==> src/rtl/ram64_arb_pkg.sv <==
// Shared constants, state encoding and small helpers for the RAM64 two-port arbiter.
package ram64_arb_pkg;

  localparam int AW_DEF = 6;
  localparam int DW_DEF = 16;

  localparam logic [1:0] ST_IDLE = 2'd0;
  localparam logic [1:0] ST_ACC0 = 2'd1;
  localparam logic [1:0] ST_ACC1 = 2'd2;

  typedef enum logic [1:0] {
    IDLE = ST_IDLE,
    ACC0 = ST_ACC0,
    ACC1 = ST_ACC1
  } arb_state_e;

  // Port currently owning the RAM; its req is still high until it sees ack.
  function automatic logic [1:0] owner_mask(input logic [1:0] st);
    return {st == ST_ACC1, st == ST_ACC0};
  endfunction

endpackage

==> src/rtl/ram64_arb_pick.sv <==
// Two-way request picker: masks out the current owner, then round-robin or fixed priority.
// Purely combinational; no state of its own.
module ram64_arb_pick (
  input  logic       i_req0,
  input  logic       i_req1,
  input  logic       i_last,
  input  logic       i_fixed_prio,
  input  logic [1:0] i_excl,
  output logic       o_grant,
  output logic       o_vld
);

  logic w_r0;
  logic w_r1;

  assign w_r0  = i_req0 & ~i_excl[0];
  assign w_r1  = i_req1 & ~i_excl[1];
  assign o_vld = w_r0 | w_r1;

  // Under contention round-robin favours the port that was not served last.
  assign o_grant = (w_r0 & w_r1) ? (~i_fixed_prio & ~i_last) : w_r1;

endmodule

==> src/rtl/ram64_arbiter.sv <==
// Shares one RAM64 between two requesters with single-cycle accesses; ack two edges after req.
// Requests are held until ack; a losing port waits one extra cycle, never starves.
module ram64_arbiter
  import ram64_arb_pkg::*;
#(
  parameter int AW         = AW_DEF,
  parameter int DW         = DW_DEF,
  parameter bit FIXED_PRIO = 1'b0
) (
  input  logic          clk,
  input  logic          reset,
  input  logic          req0,
  input  logic          req1,
  input  logic          we0,
  input  logic          we1,
  input  logic [AW-1:0] addr0,
  input  logic [AW-1:0] addr1,
  input  logic [DW-1:0] wdata0,
  input  logic [DW-1:0] wdata1,
  output logic          ack0,
  output logic          ack1,
  output logic [DW-1:0] rdata0,
  output logic [DW-1:0] rdata1,
  output logic [AW-1:0] ram_address,
  output logic [DW-1:0] ram_in,
  output logic          ram_load,
  input  logic [DW-1:0] ram_out
);

  logic [1:0]    r_state;
  logic          r_last;
  logic          r_ack0;
  logic          r_ack1;
  logic [DW-1:0] r_rdata0;
  logic [DW-1:0] r_rdata1;

  logic [1:0]    w_excl;
  logic [1:0]    w_state_nxt;
  logic          w_grant;
  logic          w_vld;

  assign w_excl = owner_mask(r_state);

  ram64_arb_pick u_pick (
    .i_req0       (req0),
    .i_req1       (req1),
    .i_last       (r_last),
    .i_fixed_prio (FIXED_PRIO),
    .i_excl       (w_excl),
    .o_grant      (w_grant),
    .o_vld        (w_vld)
  );

  assign w_state_nxt = !w_vld ? ST_IDLE : (w_grant ? ST_ACC1 : ST_ACC0);

  // RAM drive follows state directly so an asynchronous reset drops load at once.
  always_comb begin
    ram_address = '0;
    ram_in      = '0;
    ram_load    = 1'b0;
    case (r_state)
      ST_ACC0: begin
        ram_address = addr0;
        ram_in      = wdata0;
        ram_load    = we0;
      end
      ST_ACC1: begin
        ram_address = addr1;
        ram_in      = wdata1;
        ram_load    = we1;
      end
      default: begin
        ram_address = '0;
      end
    endcase
  end

  always_ff @(posedge clk or posedge reset) begin
    if (reset) begin
      r_state  <= ST_IDLE;
      r_last   <= 1'b1;
      r_ack0   <= 1'b0;
      r_ack1   <= 1'b0;
      r_rdata0 <= '0;
      r_rdata1 <= '0;
    end else begin
      r_state <= w_state_nxt;
      r_ack0  <= (r_state == ST_ACC0);
      r_ack1  <= (r_state == ST_ACC1);
      if (r_state == ST_ACC0) begin
        r_last <= 1'b0;
        if (!we0) r_rdata0 <= ram_out;
      end
      if (r_state == ST_ACC1) begin
        r_last <= 1'b1;
        if (!we1) r_rdata1 <= ram_out;
      end
    end
  end

  assign ack0   = r_ack0;
  assign ack1   = r_ack1;
  assign rdata0 = r_rdata0;
  assign rdata1 = r_rdata1;

endmodule

==> config.mk <==
export PLATFORM = sky130hd
export DESIGN_NAME = ram64_arbiter
export DESIGN_NICKNAME = d
export VERILOG_FILES = /design/src/rtl/ram64_arb_pkg.sv /design/src/rtl/ram64_arb_pick.sv /design/src/rtl/ram64_arbiter.sv
export SDC_FILE = /design/constraint.sdc
export NUM_CORES = 1
export LEC_CHECK = 0
export BUFFER_PORTS_ARGS = -buffer_cell sky130_fd_sc_hd__buf_2
export CORE_ASPECT_RATIO = 1.2
export CORE_UTILIZATION = 45
export CTS_BUF_LIST = sky130_fd_sc_hd__clkbuf_8 sky130_fd_sc_hd__clkbuf_16
export CTS_CLUSTER_DIAMETER = 200
export DETAILED_ROUTE_END_ITERATION = 6
export PLACE_DENSITY_LB_ADDON = 0.15
export SYNTH_ARGS = -nofsm -noshare
export SYNTH_HDL_FRONTEND = slang
export SYNTH_SLANG_ARGS = --single-unit
==> constraint.sdc <==
create_clock -name clk -period 4.71 [get_ports clk]
set_input_delay 0.2355 -clock clk [delete_from_list [all_inputs] [get_ports clk]]
set_output_delay 0.2355 -clock clk [all_outputs]
set_load 0.1 [all_outputs]
Word-level counts from Yosys, hierarchy flattened
Index checks and enable logic that the tools add are counted.
Widths: inputs -> output; s select.
{"block": "word_totals", "reg_bits": 37, "out_inout_bits": 57}
{"block": "classes", "eq_ne": 2, "n_mux": 8, "bitwise": 9, "reduce_logical": 3}
{"op": "$pmux 16 s2", "n": 1}
{"op": "$pmux 6 s2", "n": 1}
{"op": "$not 1->1", "n": 5}
{"op": "$mux 2", "n": 2}
{"op": "$reduce_and 2->1", "n": 2}
{"op": "$and 1x1->1", "n": 3}
{"op": "$mux 1", "n": 3}
{"op": "$eq 2x1->1 const B", "n": 1}
{"op": "$eq 2x2->1 const B", "n": 1}
{"op": "$pmux 1 s2", "n": 1}
{"op": "$reduce_bool 2->1", "n": 1}
{"op": "$or 1x1->1", "n": 1}

Longest topological paths before layout
{"block": "depth", "ltp_word": 7, "depth_mapped": 6}

By module
Synthesis repeated with hierarchy kept, for this count alone.
{"block": "hier_totals", "cells_unflattened": 144, "area_unflattened_um2": 1759.2}
{"mod": "ram64_arbiter", "n_inst": 1, "cells_per_inst": 138, "area_each_um2": 1727.9}
{"mod": "ram64_arb_pick", "n_inst": 1, "cells_per_inst": 6, "area_each_um2": 31.3}

Least setup slack after synthesis
OpenSTA, ideal clock, no wires.
{"block": "synth_timing", "kind": "register -> output", "startpoint": "register r_state[0]", "endpoint": "output ram_address[3]", "t_arrival_ps": 2379, "path_slack_ps": 2096, "stages_incl_launch_ff": 7, "n_path_buf": 2, "cell_sequence": "dfrtp_1 > inv_1 > ha_1 > clkbuf_1 > buf_2 > a22oi_1 > nor2_1"}
{"block": "synth_between", "elab_chain_len": 2}
{"element": "start, declared", "line_no": "ram64_arbiter.sv:30", "rtl": "logic [1:0] r_state;"}
{"element": "start signal, assigned", "line_no": "ram64_arbiter.sv:87", "rtl": "r_state <= w_state_nxt;"}
{"element": "$eq 2x2->1"}
{"element": "via u_pick.i_excl[1]", "line_no": "ram64_arb_pick.sv:8", "rtl": "input logic [1:0] i_excl,"}
{"element": "$pmux 6 s2", "line_no": "ram64_arbiter.sv:61", "rtl": "case (r_state)"}
{"element": "end, declared", "line_no": "ram64_arbiter.sv:24", "rtl": "output logic [AW-1:0] ram_address,"}
The timed path passes the listed nets, and every way through them passes these cells.

Worst setup path after layout
{"block": "layout_timing", "startpoint": "register r_state[0]", "endpoint": "output ram_in[8]"}
{"block": "layout_between", "elab_chain_len": 2}
{"element": "$eq 2x2->1"}
{"element": "via u_pick.i_excl[1]", "line_no": "ram64_arb_pick.sv:8"}
{"element": "$pmux 16 s2", "line_no": "ram64_arbiter.sv:61"}
{"element": "end, declared", "line_no": "ram64_arbiter.sv:25", "rtl": "output logic [DW-1:0] ram_in,"}
The timed path passes the listed nets, and every way through them passes these cells.

==> impl_metrics.toml <==
[cts]
htreeDepth = 2
cts_resized = 0
cts_root_buf = "clkbuf_8"
cts_buffers = 5
cts_setup_buffers = 0
clock_latency_ns = 0.29
cts_sinks = 37
cts_tree = "built"
clk_pin_slew_worst_paths_ns = 0.07
postCtsHoldBufs = 0
cts.path.max_buffers = 2

[sta]
rsz0062_at_grt = "false"
tightestPinTransition_ns = 0.898
final-setup-viol-count = 0
drv_slew = 0
finalHoldViolCount = 0
fmax_mhz = 392
tns_ns = 0
relSlewSlack = 0.402
min_period_ns = 2.55
timing.final.crit_share = 0.541
fin_skew_ns = 0.00393

[global_route]
grt_max_degree = 38
grt_pass1_vias = 1470
grt_antenna_before_repair = 0
grt_overflow = 0
grt_pass1_wl_mm = 6.29
grt_usage = 0.197

[hold_path]
holdCritPathClass = "in2async"

[die]
pin_count = 123
start_util = 0.468
die_area_mm2 = 0.00432
core_mm2 = 0.00391
placementRows = 25
fp.dieH_um = 71.8
fp.dieW_um = 60.2

[synthesis]
syn_inst = 147
synth_nets = 217
synthDistinctLibCells = 21
yosysWarnings = 0
synth_edf_count = 0
syn_avg_cell_area_um2 = 12.4
syn_area_mm2 = 0.00183
yosysSeqAreaShare = 0.507
async_flop_share = 1.00
synth_ff_type = "dfrtp_1"
synth-seq-cells = 37

[finish]
num_antenna_cells = 0
nFillCells = 354
area_delta_synth_final_pct = 37.6
finalNetCount = 335
final_layout_size_suffix_gt1_frac = 0.628

[critical_path]
r2r_start = "r_state[0]"
cp-end-kind = "output port"
path_buf_inv = 2
worstSetupStartpointType = "flop"
slowest_stage = "ha_1"
critical_path.max_fanout = 27
cp_slowest_stage_delay_ns = 0.75
crit_type = "reg2out"
cp_top_family = "adder cells"
crit_arrival_ns = 2.31
regToRegEndpoint = "rdata1[12]"
crit_required_ns = 4.47
r2r_setup_slack_ns = 2.79
crit_chain = "inv_1 > ha_1 > a22oi_1 > nor2_1 > buf_2"
reg2reg_depth = 4
path_depth = 5

[route]
dr_total_vias = 1571
ant_nets = 0
vias_per_cell = 4.91
wirelength_mm = 4.12
drt_iter0_markers = 39
avgRoutedWirePerCell_um = 12.9
drc = 0
firstDrtPassIters = 4

[job]
cap_violations = 0

[placed_design]
gp_congestion = 0.765
hpwl_mm = 3.11
port_buffers = 122

[run_status]
status = "complete, no violations"
[state kept, by name, indices dropped and copies added (netlist names)]
register,cells
r_state,2
rdata0,16
rdata1,16
ack1,1
r_last,1
ack0,1
[worst max path at each step]
stage                          start        endpoint  slack [ns]
after floorplan           r_state[0]  ram_address[3]        2.10
after global placement    r_state[0]      ram_in[14]        2.52
after detailed placement  r_state[0]      ram_in[14]        2.48
after CTS                 r_state[0]      ram_in[14]        2.16
after global routing      r_state[0]       ram_in[1]        1.92
final                     r_state[0]       ram_in[8]        2.16
[per-layer routing]
layer | global-route usage | part of all wire | wire length, um
met1 | 0.198 | 0.40 | 1630
met2 | 0.366 | 0.51 | 2100
met3 | 0.0505 | 0.077 | 316
met4 | 0.0853 | 0.017 | 70
met5 | 0 | 0 | 0
[metrics by stage]
stage | util | cell area, um2 | worst slack, ns | hold WS [ns] | cells
after floorplan | - | 1830 | 2.10 | 0.358 | 147
after global placement | 0.623 | 2430 | 2.52 | 0.366 | 312
after detailed placement | 0.623 | 2430 | 2.48 | 0.361 | 312
after CTS | 0.644 | 2520 | 2.16 | 0.0448 | 320
after global routing | 0.644 | 2520 | 1.92 | 0.0659 | 320
final | 0.644 | 2520 | 2.16 | 0.0321 | 320
[final cells by class]
class                      count  area, um2  area share
sequential                    37        927       0.368
multi-input combinational     94        807       0.321
timing repair buffer         123        618       0.246
clock buffer                   5       68.8      0.0273
tap                           54       67.6      0.0268
inverter                       4       15.0     0.00596
clock inverter                 3       13.8     0.00547
[layout by cell type (no fill, tap or decap)]
master,instances
and3b_2,1
nor3_1,1
nor2_1,23
clkbuf_8,5
dfrtp_1,36
buf_4,1
dfstp_2,1
ha_1,4
nor3b_1,1
a22o_1,1
o31a_1,1
a22oi_1,23
buf_2,122
clkinv_2,2
nor2b_1,2
inv_1,5
mux2_2,24
nor2b_4,1
o21ai_0,1
nand2b_1,1
mux2_4,10
[kinds of logic (layout without fill, tap and decap cells)]
logic type | count (synthesis) | in the layout | share of synthesized area
DFF | 37 | 37 | 0.507
muxes | 34 | 34 | 0.230
AOI/OAI and AO/OA | 26 | 26 | 0.107
and+or+nand+nor | 30 | 30 | 0.0773
buffers and inverters | 16 | 135 | 0.0520
adders and majority gates | 4 | 4 | 0.0274
[worst reg2reg max path, delay by kind of cell (launching register included)]
family,cells,cell delay [ns]
mux,1,0.41
flops,1,0.40
fa+ha+maj,1,0.30
simple gates,1,0.60
buf+inv,1,0.09
[Yosys cell counts, types with 2 or more instances]
cell type / instances / area share
dfrtp_1: 36 / 0.49
a22oi_1: 23 / 0.094
inv_1: 4 / 0.0082
buf_6: 2 / 0.012
buf_2: 3 / 0.0082
clkbuf_1: 6 / 0.012
ha_1: 4 / 0.027
nor2b_1: 2 / 0.0068
mux2_2: 24 / 0.15
mux2_4: 10 / 0.082
nor2_1: 23 / 0.047
Power is not shown: default switching activity piles up to over one toggle a cycle in this logic, so the estimate is an artifact.
